`src/rtl/bit_serial_pkg.sv`:
```
// bit_serial_pkg: opcodes, sequencer states and per-opcode datapath controls
//   opcode_e : 2-bit opcode field of the 3-bit instruction {opcode, reg_sel}
//   state_e  : sequencer states
//   ctrl_t   : mux / muxalu / gpr write / gpr shift for one opcode
//   decode() : opcode -> ctrl_t (HLT has no bit-slots, so it decodes to all zero)
package bit_serial_pkg;
  typedef enum logic [1:0] {OP_LDSW, OP_ADD, OP_STA, OP_HLT} opcode_e;
  typedef enum logic [2:0] {S_IDLE, S_FETCH, S_WAIT, S_EXEC, S_RETIRE, S_HALTED} state_e;
  typedef struct packed {
    logic mux;
    logic muxalu;
    logic write;
    logic shift;
  } ctrl_t;
  function automatic ctrl_t decode(opcode_e op);
    case (op)
      OP_LDSW: return ctrl_t'(4'b1011);
      OP_ADD:  return ctrl_t'(4'b0101);
      OP_STA:  return ctrl_t'(4'b0011);
      default: return ctrl_t'(4'b0000);
    endcase
  endfunction
endpackage

```
`src/rtl/bit_serial_slot_cnt.sv`:
```
// bit_serial_slot_cnt: BITS-cycle bit-slot counter
//   i_clk, i_rst_n : clock, async active-low reset
//   i_clr          : force count to 0 (takes priority over i_en)
//   i_en           : advance one slot, wrapping after BITS-1
//   o_cnt          : current slot index
//   o_last         : high while o_cnt == BITS-1
module bit_serial_slot_cnt #(
  parameter int BITS = 8,
  localparam int CW = $clog2(BITS)
) (
  input  logic          i_clk,
  input  logic          i_rst_n,
  input  logic          i_clr,
  input  logic          i_en,
  output logic [CW-1:0] o_cnt,
  output logic          o_last
);
  logic [CW-1:0] cnt_q, cnt_d;
  assign o_last = cnt_q == CW'(BITS - 1);
  assign o_cnt  = cnt_q;
  always_comb cnt_d = i_clr ? '0 : i_en ? (o_last ? '0 : cnt_q + 1'b1) : cnt_q;
  always_ff @(posedge i_clk or negedge i_rst_n)
    if (!i_rst_n) cnt_q <= '0;
    else cnt_q <= cnt_d;
endmodule

```
`src/rtl/bit_serial_ctrl.sv`:
```
// bit_serial_ctrl: program sequencer driving the bit-serial datapath controls
//   i_clk, i_rst_n          : clock, async active-low reset
//   i_run / i_step          : continuous run level / single-instruction pulse
//   i_halt_clr              : leave HALTED, advancing past the HLT
//   o_rom_en, o_rom_addr    : program ROM read strobe and address (= PC)
//   i_rom_data              : instruction {opcode[1:0], reg_sel}, ROM_LAT after o_rom_en
//   o_con_*                 : datapath control lines, active only in EXEC (pcincr in RETIRE)
//   o_pc, o_busy, o_halted  : status
module bit_serial_ctrl
  import bit_serial_pkg::*;
#(
  parameter int PC_W    = 4,
  parameter int BITS    = 8,
  parameter int ROM_LAT = 1
) (
  input  logic            i_clk,
  input  logic            i_rst_n,
  input  logic            i_run,
  input  logic            i_step,
  input  logic            i_halt_clr,
  output logic            o_rom_en,
  output logic [PC_W-1:0] o_rom_addr,
  input  logic [2:0]      i_rom_data,
  output logic [2:0]      o_con_mux8,
  output logic            o_con_mux,
  output logic            o_con_muxalu,
  output logic            o_con_gpr_region,
  output logic            o_con_gpr_sel,
  output logic            o_con_gpr_write,
  output logic            o_con_gpr_shift,
  output logic            o_con_carry_clr,
  output logic            o_con_pcincr,
  output logic [PC_W-1:0] o_pc,
  output logic            o_busy,
  output logic            o_halted
);
  localparam int CW = $clog2(BITS);
  localparam logic W_LAST = 1'(ROM_LAT - 1);
  state_e state_q, state_d;
  logic [PC_W-1:0] pc_q, pc_d;
  logic [2:0] ir_q, ir_d;
  logic step_q, step_d;
  logic w_q, w_d;
  logic [CW-1:0] slot;
  logic last;
  ctrl_t c;
  bit_serial_slot_cnt #(.BITS(BITS)) u_slot (
    .i_clk(i_clk), .i_rst_n(i_rst_n), .i_clr(state_q != S_EXEC), .i_en(1'b1),
    .o_cnt(slot), .o_last(last)
  );
  assign c = decode(opcode_e'(ir_q[2:1]));
  assign o_rom_addr = pc_q;
  assign o_pc = pc_q;
  assign o_busy = state_q != S_IDLE && state_q != S_HALTED;
  assign o_halted = state_q == S_HALTED;
  always_comb begin
    state_d = state_q;
    pc_d = pc_q;
    ir_d = ir_q;
    step_d = step_q;
    w_d = w_q;
    o_rom_en = 1'b0;
    o_con_mux8 = '0;
    o_con_mux = 1'b0;
    o_con_muxalu = 1'b0;
    o_con_gpr_region = 1'b0;
    o_con_gpr_sel = 1'b0;
    o_con_gpr_write = 1'b0;
    o_con_gpr_shift = 1'b0;
    o_con_carry_clr = 1'b0;
    o_con_pcincr = 1'b0;
    case (state_q)
      S_IDLE: if (i_run || i_step) begin
        state_d = S_FETCH;
        step_d = !i_run;
      end
      S_FETCH: begin
        o_rom_en = 1'b1;
        w_d = 1'b0;
        state_d = S_WAIT;
      end
      S_WAIT: begin
        w_d = w_q + 1'b1;
        if (w_q == W_LAST) begin
          ir_d = i_rom_data;
          state_d = i_rom_data[2:1] == OP_HLT ? S_HALTED : S_EXEC;
        end
      end
      S_EXEC: begin
        o_con_mux8 = 3'(slot);
        o_con_mux = c.mux;
        o_con_muxalu = c.muxalu;
        o_con_gpr_region = ir_q[2];
        o_con_gpr_sel = ir_q[0];
        o_con_gpr_write = c.write;
        o_con_gpr_shift = c.shift;
        o_con_carry_clr = slot == '0;
        if (last) state_d = S_RETIRE;
      end
      S_RETIRE: begin
        o_con_pcincr = 1'b1;
        pc_d = pc_q + 1'b1;
        state_d = i_run && !step_q ? S_FETCH : S_IDLE;
      end
      S_HALTED: if (i_halt_clr) begin
        pc_d = pc_q + 1'b1;
        state_d = S_IDLE;
      end
      default: state_d = S_IDLE;
    endcase
  end
  always_ff @(posedge i_clk or negedge i_rst_n)
    if (!i_rst_n) begin
      state_q <= S_IDLE;
      pc_q <= '0;
      ir_q <= '0;
      step_q <= 1'b0;
      w_q <= 1'b0;
    end else begin
      state_q <= state_d;
      pc_q <= pc_d;
      ir_q <= ir_d;
      step_q <= step_d;
      w_q <= w_d;
    end
endmodule

```
`config.mk`:
```
export PLATFORM = sky130hd
export DESIGN_NAME = bit_serial_ctrl
export DESIGN_NICKNAME = d
export VERILOG_FILES = /design/src/rtl/bit_serial_pkg.sv /design/src/rtl/bit_serial_slot_cnt.sv /design/src/rtl/bit_serial_ctrl.sv
export SDC_FILE = /design/constraint.sdc
export NUM_CORES = 1
export LEC_CHECK = 0
export ABC_AREA = 1
export CAP_MARGIN = 25
export CORE_MARGIN = 3
export CORE_UTILIZATION = 44
export CTS_CLUSTER_DIAMETER = 120
export DETAILED_ROUTE_END_ITERATION = 10
export GPL_ROUTABILITY_DRIVEN = 0
export PLACE_DENSITY = 0.88
export SLEW_MARGIN = 0
export SYNTH_ARGS = -nofsm -noshare
export SYNTH_HDL_FRONTEND = slang
export SYNTH_SLANG_ARGS = --single-unit
```
`constraint.sdc`:
```
create_clock -name i_clk -period 1.6 [get_ports i_clk]
set_clock_uncertainty 0.15 [all_clocks]
set_input_delay 0.16 -clock i_clk [delete_from_list [all_inputs] [get_ports i_clk]]
set_output_delay 0.16 -clock i_clk [all_outputs]
set_load 0.01 [all_outputs]
```
; Yosys cells after proc, flatten, opt, wreduce, memory -nomap -nowiden
; Index checks and enable logic that the tools add are counted.
[word_totals]
register_bits = 15
inputBits = 8
out_inout_bits = 22
word_cells = 63
[op_classes]
n_addsub = 3
n_eq_ne = 15
mux = 23
bitwise_logic = 1
n_reduce_logical = 15
[op_table]
columns = cell, n
row1 = $mux 3, 8
row2 = $pmux 3 s6, 1
row3 = $pmux 4 s3, 1
row4 = $mux 1, 10
row5 = $eq 3x3->1 const B, 3
row6 = $pmux 4 s2, 1
row7 = $eq 3x2->1 const B, 2
row8 = $logic_not 3->1, 2
row9 = $ne 2x2->1 const B, 3
row10 = $reduce_and 2->1, 3
row11 = $add 4x1->4 const B, 1
row12 = $eq 2x2->1 const B, 2
row13 = $mux 4, 1
row14 = $reduce_and 4->1, 1
row15 = $reduce_bool 2->1, 2
row16 = $add 3x1->3 const B, 1
row17 = $eq 3x1->1 const B, 1
row18 = $ne 3x2->1 const B, 1
row19 = $ne 3x3->1 const B, 1
row20 = $reduce_bool 3->1, 1
row21 = $eq 2x1->1 const B, 1
row22 = $logic_and 1x1->1, 2
row23 = $logic_not 1->1, 2
row24 = $logic_not 2->1, 1
row25 = other kinds (5), 5

; Logic depth before layout (Yosys ltp)
[logic_depth]
ltp_word = 4
mapped_depth = 8
mapped_depth_nobuf = 7

; By module
; From an unflattened synthesis, not the netlist that was laid out.
[hier_totals]
hier_cells = 124
hier_area_um2 = 924.6
[modules_own_cells]
columns = mod, n_inst, cells_each, area_per_inst_um2, seq_area_each_um2
row1 = bit_serial_ctrl, 1, 105, 769.5, 300.3
row2 = bit_serial_slot_cnt, 1, 19, 155.1, 75.1

; Least setup slack after synthesis
; No wires, ideal clock.
[synth_path]
kind = flip-flop to flip-flop
start = reg u_slot.cnt_q[0], in the netlist u_slot.o_cnt[0]
end = reg state_q[0]
setup_time_ns = 0.116
t_arrival_ns = 1.163
t_required_ns = 1.334
slack_ns = 0.170
stages_incl_launch_ff = 7
n_path_buf = 0
synth_period_minus_slack_ns = 1.430
path_cell_list = dfrtp_1 ha_1 ha_1 nor3_1 nor2_2 nand3_1 nand2_1
[synth_via]
elab_chain_cells = 3
[synth_rtl]
columns = item, line_no
row1 = start: declaration, bit_serial_slot_cnt.sv:18  ; logic [CW-1:0] cnt_q, cnt_d;
row2 = start signal: assignment, bit_serial_slot_cnt.sv:24  ; else cnt_q <= cnt_d;
row3 = $eq 3x3->1, bit_serial_slot_cnt.sv:19  ; assign o_last = cnt_q == CW'(BITS - 1);
row4 = $ne 2x1->1 (no source line), -
row5 = $reduce_and 4->1 (no source line), -
row6 = end signal: assignment, bit_serial_ctrl.sv:120  ; state_q <= state_d;
row7 = end: declaration, bit_serial_ctrl.sv:39  ; state_e state_q, state_d;
; Every way passes these cells.
; A chain may end at the register's enable or synchronous reset.

; Final worst setup path
[layout_path]
start = reg state_q[1]
end = out o_busy
[layout_via]
elab_chain_cells = 2
elab_cells_between_ends = 3
classes_between = eq/ne: 1 / reduce/logical: 2
[layout_rtl]
columns = item, line_no
row1 = $ne 3x3->1 / $reduce_bool 3->1 (equally long branches), bit_serial_ctrl.sv:54  ; assign o_busy = state_q != S_IDLE && state_q != S_HALTED;
row2 = $logic_and 1x1->1 *, bit_serial_ctrl.sv:54
row3 = end: declaration, bit_serial_ctrl.sv:34  ; output logic o_busy,
; Mark *: on every way between the ends. The rest lies on a longest branch, timed or not.

==> impl_metrics.json <==
{
  "status": "complete, but fails checks",
  "violations": "setup timing",
  "diodes": 0,
  "cts.htree.levels": 1,
  "period_share": 1.03,
  "grt_start_max_net_pins": 16,
  "rows": 15,
  "fin_crit_ps": 1650,
  "setup_slack_ps": -52.3,
  "dpl.hpwl_mm": 1.69,
  "place_area_um2": 1260,
  "chipHeight_um": 50.9,
  "clockBufferDepth": 2,
  "slew-limit-headroom": 0.797,
  "stdcell_area_um2": 1370,
  "p_int_mw": 1.41,
  "ff2ff_path_depth": 9,
  "path_clk_slew_ps": 90,
  "swShare": 0.439,
  "cp.depth": 6,
  "report.final.setup_viol": 3,
  "finalWirelength_mm": 2.54,
  "power_frac_comb": 0.638,
  "cts_root_buffer": "clkbuf_4",
  "io_pins": 30,
  "crit_family": "flip-flops",
  "clkSinkCount": 15,
  "dr.first_iter.drc_count": 14,
  "grt.total_usage": 0.199,
  "hp-class": "in2async",
  "synth-seq-cells": 15,
  "required_ps": 1290,
  "cts_inserted_buffers": 3,
  "first_pass_iters": 4,
  "drt-vias-per-instance": 4.98,
  "critical_path_class": "reg2out",
  "cp_max_fo": 3,
  "p_switching_mw": 1.11,
  "area_growth_syn_to_layout_pct": 53.9,
  "grt_pass1_wl_mm": 3.88,
  "cp.arrival_ps": 1340,
  "antenna_found_initial": 0,
  "power_frac_clock": 0.091,
  "crit_chain": "buf_6 > inv_4 > nand3_1 > inv_1 > nor2_2 > buf_2",
  "whs_ps": 25.0,
  "endpoint": "o_busy",
  "crit_start": "state_q[1]",
  "endpoint_kind": "output port",
  "drc": 0,
  "path_buf_inv": 4,
  "power.leakage_nw": 0.755,
  "finalHoldViolations": 0,
  "syn-mean-instance-area_um2": 7.58,
  "core-area_um2": 1820,
  "ys_seq_area_frac": 0.423,
  "detail_route.wl_per_cell_um": 13.3,
  "drive_above_1_share": 0.380,
  "drt.antenna.violating_nets": 0,
  "p_seq_frac": 0.271,
  "r2r_slack_ps": 40,
  "clock.fmax_ghz": 0.605,
  "r2r-end": "state_q[0]",
  "tightest_slew_ps": 303,
  "vias": 951,
  "grt_pass1_vias": 908,
  "io_buffers": 29,
  "layout.nets": 179,
  "ys_types": 22,
  "overflow": 0,
  "dieArea_um2": 2590,
  "cap_violations": 0,
  "powerDensity_nw_per_um2": 1850,
  "initial_core_util": 0.487,
  "place_worst_setup_slack_ps": -119,
  "drv_slew": 0,
  "synth_warnings": 0,
  "synth_fp_nets": 129,
  "cpPeakStageDelay_ps": 460,
  "critPathSlowestCell": "dfrtp_2",
  "netlist_area_um2": 887,
  "ir_worst_vdd_mv": 1.21,
  "r2r_start": "state_q[1]",
  "tritoncts": "done",
  "worst_setup_path_start_kind": "flip-flop",
  "die_x_um": 50.9,
  "fillers": 142,
  "clock_latency_ps": 300,
  "synth_cells": 117,
  "grt_setup_unrepaired": "true"
}
Yosys cell counts:
cell type	number	area share
o21ai_1	2	0.011
nand3_1	9	0.051
nand3_2	1	0.011
ha_1	4	0.056
a21oi_1	3	0.017
dfrtp_1	15	0.42
nor2_2	2	0.014
o21ai_0	4	0.023
buf_4	4	0.034
inv_1	21	0.089
buf_6	1	0.013
buf_2	1	0.0056
o22ai_1	1	0.0071
nor2_1	18	0.076
a22oi_1	1	0.0085
xor2_1	1	0.0099
xnor2_1	2	0.020
nand4_1	1	0.0071
o211ai_2	1	0.014
nand2_1	19	0.080
inv_2	3	0.013
nor3_1	3	0.017
cells in the final DEF (no fill, tap or decap):
cell type,netlist,routed
inv_1,21,19
inv_2,3,4
clkdlybuf4s50_1,0,13
nor3_2,0,1
buf_4,4,20
o22ai_1,1,1
nor2_2,2,9
nand4_1,1,1
xor2_1,1,1
a21oi_2,0,1
nand3_1,9,7
o211ai_2,1,1
nor3_4,0,1
nor2_4,0,1
xnor2_1,2,2
dfrtp_2,0,1
clkbuf_4,0,3
ha_1,4,4
buf_6,1,2
nor2_1,18,10
nand2_1,19,18
dlymetal6s2s_1,0,2
o21ai_0,4,4
nor3_1,3,1
o21ai_1,2,2
dfrtp_1,15,14
a22oi_1,1,1
clkbuf_1,0,1
nand2_2,0,1
nand3_4,0,1
buf_2,1,14
nand3_2,1,2
inv_4,0,1
a21oi_1,3,2
logic make-up after synthesis:
family,after synthesis,share of synthesized area
AND/OR/NAND/NOR,53,0.257
buffers and inverters,30,0.154
flip-flops,15,0.423
AO/OA/AOI/OAI,12,0.0804
adder cells (fa/ha/maj),4,0.0564
XOR/XNOR,3,0.0296
metrics by stage:
stage / setup TNS (ps) / utilization / power [mW] / instances
6_report: -109 / 0.750 / 2.52 / 191
5_1_grt: -341 / 0.750 / 2.72 / 191
3_3_place_gp: -90.2 / 0.692 / 1.96 / 178
3_5_place_dp: -450 / 0.692 / 2.03 / 178
2_1_floorplan: 0 / - / 1.42 / 117
4_1_cts: -108 / 0.707 / 2.32 / 188
routing by layer:
layer	share of wire	GRT usage	up-vias
met3	0.050	0.0466	4
met4	0.020	0.0897	0
met5	0	0	-
li1	-	-	458
met1	0.40	0.214	453
met2	0.53	0.365	36
cell type report:
class | instances | area (µm²) | area share
Tap cell | 25 | 31.3 | 0.0229
Clock buffer | 4 | 26.3 | 0.0192
Sequential cell | 15 | 377 | 0.276
Inverter | 24 | 92.6 | 0.0678
Timing Repair Buffer | 51 | 398 | 0.291
Multi-Input combinational cell | 72 | 440 | 0.323
sequential cells by signal, summed over array words and instances (netlist names):
signal	flops
o_pc	4
ir_q	3
state_q	3
u_slot.o_cnt	3
step_q	1
w_q	1
timing repair:
| action | in CTS | in global routing |
|---|---|---|
| buffers inserted | 6 | 4 |
| setup endpoints to repair | 18 | 15 |
| pin swaps | 1 | 2 |
| gates resized for setup | 58 | 23 |
| hold buffers | 0 | 0 |
how the worst min path moves through the flow:
stage	endpoint	slack (ps)
after floorplan	ir_q[0]	-290
after global placement	u_slot.o_cnt[0]	310
after detailed placement	u_slot.o_cnt[0]	320
after CTS	step_q	30
after global routing	o_pc[0]	40
final	step_q	30
power groups by stage:
stage                     logic, mW  registers, mW  clock network [mW]
final                          1.61          0.683               0.229
after global routing           1.77          0.711               0.245
after CTS                      1.43          0.649               0.232
after detailed placement       1.37          0.668                   0
after global placement         1.30          0.663                   0
after floorplan               0.744          0.679                   0
No activity file was read; power rests on OpenSTA's default activity.
==> variant 1 (config.mk and constraints unchanged) <==
Register the input `i_rom_data` before use, without a reset. The logic sees it one clock later. The other inputs are not delayed to match.
--- a/src/rtl/bit_serial_ctrl.sv
+++ b/src/rtl/bit_serial_ctrl.sv
@@ -37,4 +37,11 @@
   localparam int CW = $clog2(BITS);
   localparam logic W_LAST = 1'(ROM_LAT - 1);
+
+  logic [2:0] i_rom_data_q;
+
+  always_ff @(posedge i_clk) begin
+    i_rom_data_q <= i_rom_data;
+  end
+
   state_e state_q, state_d;
   logic [PC_W-1:0] pc_q, pc_d;
@@ -83,6 +90,6 @@
         w_d = w_q + 1'b1;
         if (w_q == W_LAST) begin
-          ir_d = i_rom_data;
-          state_d = i_rom_data[2:1] == OP_HLT ? S_HALTED : S_EXEC;
+          ir_d = i_rom_data_q;
+          state_d = i_rom_data_q[2:1] == OP_HLT ? S_HALTED : S_EXEC;
         end
       end
Function: changed (Yosys sat finds a counterexample within 4 cycles, from zero or initial values and one cycle with i_rst_n low).
==> variant 1 against the original RTL <==
The run still ends with setup timing left. Power is 5.3% higher. Critical endpoint is now o_con_gpr_shift. Sequential cell count rose by 3. Area after synthesis is 9.4% higher. Cell area up 4.9%. Critical path type unchanged. Critical path depth down 2. Wire length down 5.0%. Register-to-register slack got worse by 20 ps. Largest cell class unchanged. Setup slack worse by 8.4 ps.
==> variant 1: results (changes against the original RTL) <==
| Metric | Value |
|---|---|
| Buffer levels on the longest clock path | `2 (unchanged)` |
| Vias in the first global route | `896 (was 908)` |
| Final setup violation count | `4 (was 3)` |
| Slew at the pin closest to its max-slew limit | `404.6 ps (was 303.4 ps)` |
| Leakage power of the design | `0.8001 nW (was 0.7546 nW)` |
| Fraction of final layout cells sized beyond drive strength 1 | `0.3795 (unchanged)` |
| Worst Path Arrival | `1350 ps` |
| Wire length of the first global-routing pass | `3870 um (was 3884 um)` |
| Synthesized net count | `131 (was 129)` |
| First-pass DRT Iterations | `4 (unchanged)` |
| Clock buffers created by TritonCTS | `3 (unchanged)` |
| Placed standard-cell area | `1308 um2 (was 1260 um2)` |
| Count of input and output buffers | `29 (unchanged)` |
| Antenna cells | `0 (unchanged)` |
| Synth top cells by count | `sky130_fd_sc_hd__nand2_1 (24), sky130_fd_sc_hd__inv_1 (19), sky130_fd_sc_hd__nor2_1 (17) (was sky130_fd_sc_hd__inv_1 (21), sky130_fd_sc_hd__nand2_1 (19), sky130_fd_sc_hd__nor2_1 (18))` |
| Setup TNS after final layout | `-164.8 ps (was -109.3 ps)` |
| Detail Placement HPWL | `1535 um (was 1691 um)` |
| Largest register FFs | `4 (unchanged)` |
| Register area share after synthesis | `0.4485 (was 0.4231)` |
| Violated checks | `setup timing (unchanged)` |
| Global router's overall resource usage | `0.1897 (was 0.1994)` |
| Outcome | `finished, violations left (unchanged)` |
| Delay of the slowest cell on the worst path | `430 ps (was 460 ps)` |
| Clock latency on the worst-skew pair | `300 ps (about the same)` |
| Peak supply drop | `912.3 uV (was 1210 uV)` |
| Synth warn | `0 (unchanged)` |
| Max Fanout on Critical Path | `4 (was 3)` |
| Number of unique standard cell types used by synthesis | `26 (was 22)` |
| Largest net degree at the start of global routing | `16 (unchanged)` |
| Antenna violations before repair | `0 (unchanged)` |
| Root buffer selected by CTS | `sky130_fd_sc_hd__clkbuf_4 (unchanged)` |
| # nets final | `179 (unchanged)` |
| Iteration-0 DRC count of the detailed router | `16 (was 14)` |
| Worst setup margin | `-60.63 ps (was -52.28 ps)` |
| Class of the most critical hold timing path | `in2async (unchanged)` |
| Clock edge transition at the registers on the reported setup and hold paths | `100 ps` |
| Share of async-settable or async-resettable flops after synthesis | `0.8333 (was 1.000)` |
| Routed vias/inst | `4.751 (was 4.979)` |
| Cell types occupying the most area after synthesis | `sky130_fd_sc_hd__dfrtp_1 (39%), sky130_fd_sc_hd__nand2_1 (9.3%), sky130_fd_sc_hd__inv_1 (7.3%) (was sky130_fd_sc_hd__dfrtp_1 (42%), sky130_fd_sc_hd__inv_1 (8.9%), sky130_fd_sc_hd__nand2_1 (8.0%))` |
| Worst Setup Slack post-DPL | `-123.3 ps (was -118.9 ps)` |
| Largest delay contributor family on the critical path | `flip-flops (unchanged)` |
| Total wire length | `2415 um (was 2541 um)` |
| Cell with the biggest individual delay on the critical path | `sky130_fd_sc_hd__dfrtp_1 (was sky130_fd_sc_hd__dfrtp_2)` |
| Number of H-tree levels | `1 (unchanged)` |
-- variant 1: path summary, 6_finish.rpt --
check,depth (start not counted),slack (ps),to,start
worst max-delay path,4,-60,o_con_gpr_shift,state_q[2]$_DFFE_PN0P_
worst min-delay path,2,10,u_slot.o_cnt[1]$_DFF_PN0_,i_rst_n
worst max register to register,9,20,state_q[0]$_DFFE_PN0P_,u_slot.o_cnt[0]$_DFF_PN0_
worst min register to register,2,320,ir_q[1]$_DFFE_PN0P_,i_rom_data_q[1]$_DFF_P_
max in group asynchronous,2,1110,step_q$_DFFE_PN0P_,i_rst_n
min in group i_clk,1,140,i_rom_data_q[1]$_DFF_P_,i_rom_data[1]
-- variant 1: logic make-up (layout without fill, tap and decap cells) --
kind of cell	Yosys count	after routing	synth area share
simple gates	54	54	0.2384
flops	18	18	0.4485
compound gates	13	13	0.09665
buf+inv	27	74	0.1379
xor+xnor	3	3	0.02707
fa+ha+maj	4	4	0.05155
-- variant 1: power breakdown --
part           total (mW)  switching [mW]  internal [mW]
Sequential          0.745           0.129          0.616
Combinational        1.62           0.830          0.794
Clock               0.286           0.147          0.139
Total                2.66            1.11           1.55
-- variant 1: area by class of cell --
class                   count  area, um2
multi-input cells          74      445.4
repair buffers             50      397.9
well taps                  27      33.78
fillers                   148      589.3
clock buffers               4      36.28
flip-flops and latches     18      435.4
repair inverters            1      7.507
inverters                  19      76.32
-- variant 1: worst register-to-register path, cell delays in order (launching register included) --
cell and delay, ps:
sky130_fd_sc_hd__dfrtp_1 390, sky130_fd_sc_hd__buf_4 140, sky130_fd_sc_hd__ha_1 190, sky130_fd_sc_hd__ha_1 180, sky130_fd_sc_hd__inv_1 70, sky130_fd_sc_hd__nand2_1 100
sky130_fd_sc_hd__nand2_2 120, sky130_fd_sc_hd__nor2_2 50, sky130_fd_sc_hd__nand2_1 50, sky130_fd_sc_hd__nand2_1 50
-- variant 1: metrics by stage --
stage,util,instances,hold slack [ps]
floorplan,-,119,-285.6
global placement,0.6467,177,297.6
detailed placement,0.6467,177,309.2
CTS,0.6739,189,25.63
global route,0.7085,193,8.963
finish,0.7085,193,12.49
-- variant 1: repair_timing --
item,4_1_cts,5_1_grt
pin swaps,1,5
endpoints found under the setup margin,23,20
resized for setup,69,14
cloned,1,0
setup buffers,7,4
-- variant 1: layer usage --
layer | up-vias | wire (um) | global-route usage | part of all wire
li1 | 453 | - | - | -
met1 | 437 | 971 | 0.2120 | 0.40
met2 | 21 | 1325 | 0.3306 | 0.55
met3 | 6 | 58 | 0.03662 | 0.024
met4 | 0 | 60 | 0.1106 | 0.025
met5 | - | 0 | 0 | 0
==> variant 2 (same flow settings) <==
Without the edit above. `BITS` is set to 8 in 2 places; all go to 4.
--- a/src/rtl/bit_serial_slot_cnt.sv
+++ b/src/rtl/bit_serial_slot_cnt.sv
@@ -6,5 +6,5 @@
 //   o_last         : high while o_cnt == BITS-1
 module bit_serial_slot_cnt #(
-  parameter int BITS = 8,
+  parameter int BITS = 4,
   localparam int CW = $clog2(BITS)
 ) (
--- a/src/rtl/bit_serial_ctrl.sv
+++ b/src/rtl/bit_serial_ctrl.sv
@@ -11,5 +11,5 @@
 #(
   parameter int PC_W    = 4,
-  parameter int BITS    = 8,
+  parameter int BITS    = 4,
   parameter int ROM_LAT = 1
 ) (
Formal check against the unedited RTL: not equivalent (Yosys sat finds a counterexample within 10 cycles, from zero or initial values and one cycle with i_rst_n low).
==> variant 2 against the original RTL <==
The run still ends with setup timing left. Non-clock buffer count down 1. Worst hold slack gained 3.4 ps. Cell area increased by 3.8%. Wire length is 12% higher. Setup slack better by 15 ps. Area after synthesis is 3.0% lower. Sequential cell count shrank 1. Power up 11%. Largest cell class unchanged. Largest power group unchanged.
==> variant 2: results (changes against the original RTL) <==
| Metric | Value |
|---|---|
| Placed standard-cell area | `1224 um2 (was 1260 um2)` |
| Combinational power | `1.86 mW (was 1.61 mW)` |
| Fin Hold WS | `28.45 ps (was 25.02 ps)` |
| Largest delay contributor family on the critical path | `buffers and inverters (was flip-flops)` |
| Met2 wire length | `1458 um (was 1348 um)` |
| Count of input and output buffers | `28 (was 29)` |
| DRC violation count after routing | `0 (unchanged)` |
| Synth top cells by count | `sky130_fd_sc_hd__nand2_1 (23), sky130_fd_sc_hd__inv_1 (18), sky130_fd_sc_hd__nor2_1 (15) (was sky130_fd_sc_hd__inv_1 (21), sky130_fd_sc_hd__nand2_1 (19), sky130_fd_sc_hd__nor2_1 (18))` |
| CP endpoint | `o_halted (was o_busy)` |
| Wire length of the first global-routing pass | `3905 um (was 3884 um)` |
| Total vias in the final route | `957 (was 951)` |
| Clock latency on the worst-skew pair | `280 ps (was 300 ps)` |
| Average instance area after synthesis | `7.421 um2 (was 7.582 um2)` |
| Detail Placement HPWL | `1622 um (was 1691 um)` |
| Launch point of the worst reg-to-reg path | `state_q[0]$_DFFE_PN0P_ (was state_q[1]$_DFFE_PN0P_)` |
| DP Cell Count | `176 (was 178)` |
| Leakage power of the design | `0.7460 nW (was 0.7546 nW)` |
| Delay of the slowest cell on the worst path | `480 ps (was 460 ps)` |
| Total wire length | `2843 um (was 2541 um)` |
| Outcome | `finished, violations left (unchanged)` |
| Setup TNS after final layout | `-94.97 ps (was -109.3 ps)` |
| Met3 track utilization from global routing | `0.04451 (was 0.04665)` |
| Power density of the placed cells | `1983 nW/um2 (was 1848 nW/um2)` |
| Violated checks | `setup timing (unchanged)` |
| Non-filler instance count after layout | `188 (was 191)` |
| Largest net degree at the start of global routing | `15 (was 16)` |
| Cell types occupying the most area after synthesis | `sky130_fd_sc_hd__dfrtp_1 (41%), sky130_fd_sc_hd__nand2_1 (10%), sky130_fd_sc_hd__inv_1 (7.8%) (was sky130_fd_sc_hd__dfrtp_1 (42%), sky130_fd_sc_hd__inv_1 (8.9%), sky130_fd_sc_hd__nand2_1 (8.0%))` |
| Relative contribution of sequential cells to total power | `0.247 (was 0.271)` |
| Global router's overall resource usage | `0.2120 (was 0.1994)` |
| Initial Utilization | `0.4828 (was 0.4873)` |
| Max Fanout on Critical Path | `4 (was 3)` |
| Reg2Reg Depth | `8 (was 9)` |
| Final setup violation count | `3 (unchanged)` |
| Register area share after synthesis | `0.4070 (was 0.4231)` |
| Post-cts resize count | `56 (was 58)` |
| Peak supply drop | `1244 uV (was 1210 uV)` |
| Internal power | `1.557 mW (was 1.414 mW)` |
| Vias in the first global route | `890 (was 908)` |
| Number of unique standard cell types used by synthesis | `23 (was 22)` |
| Worst Setup Slack post-DPL | `-126.9 ps (was -118.9 ps)` |
| M2 GR Usage | `0.3696 (was 0.3648)` |
| DR WL met3 | `118 um (was 128 um)` |
| Wire length on met1 | `1111 um (was 1013 um)` |
| Clock edge transition at the registers on the reported setup and hold paths | `90 ps (about the same)` |
| Worst setup margin | `-36.84 ps (was -52.28 ps)` |
==> variant 2: cell types whose count changed after synthesis, moves of 2 or more <==
cell,delta
sky130_fd_sc_hd__nor2_1,-3
sky130_fd_sc_hd__o21ai_0,-3
sky130_fd_sc_hd__nand2_1,+4
sky130_fd_sc_hd__inv_1,-3
sky130_fd_sc_hd__nor2_2,+2
sky130_fd_sc_hd__nand2_2,+2
==> variant 2: logic make-up (layout without fill, tap and decap cells) <==
group	count (synthesis)	in the layout	synth area share
xor gates and xnor gates	3	3	0.03053
AOI/OAI and AO/OA	9	9	0.05813
DFF	14	14	0.4070
buffers and inverters	29	76	0.1584
adders and majority gates	3	3	0.04361
other	1	1	0.004356
and+or+nand+nor	57	57	0.2979
==> variant 2: area by class of cell <==
class,count,area (um2)
Multi-Input combinational cell,73,473.0
Timing Repair Buffer,50,439.2
Fill cell,92,365.4
Sequential cell,14,352.8
Inverter,22,85.08
Clock buffer,4,36.28
Tap cell,25,31.28
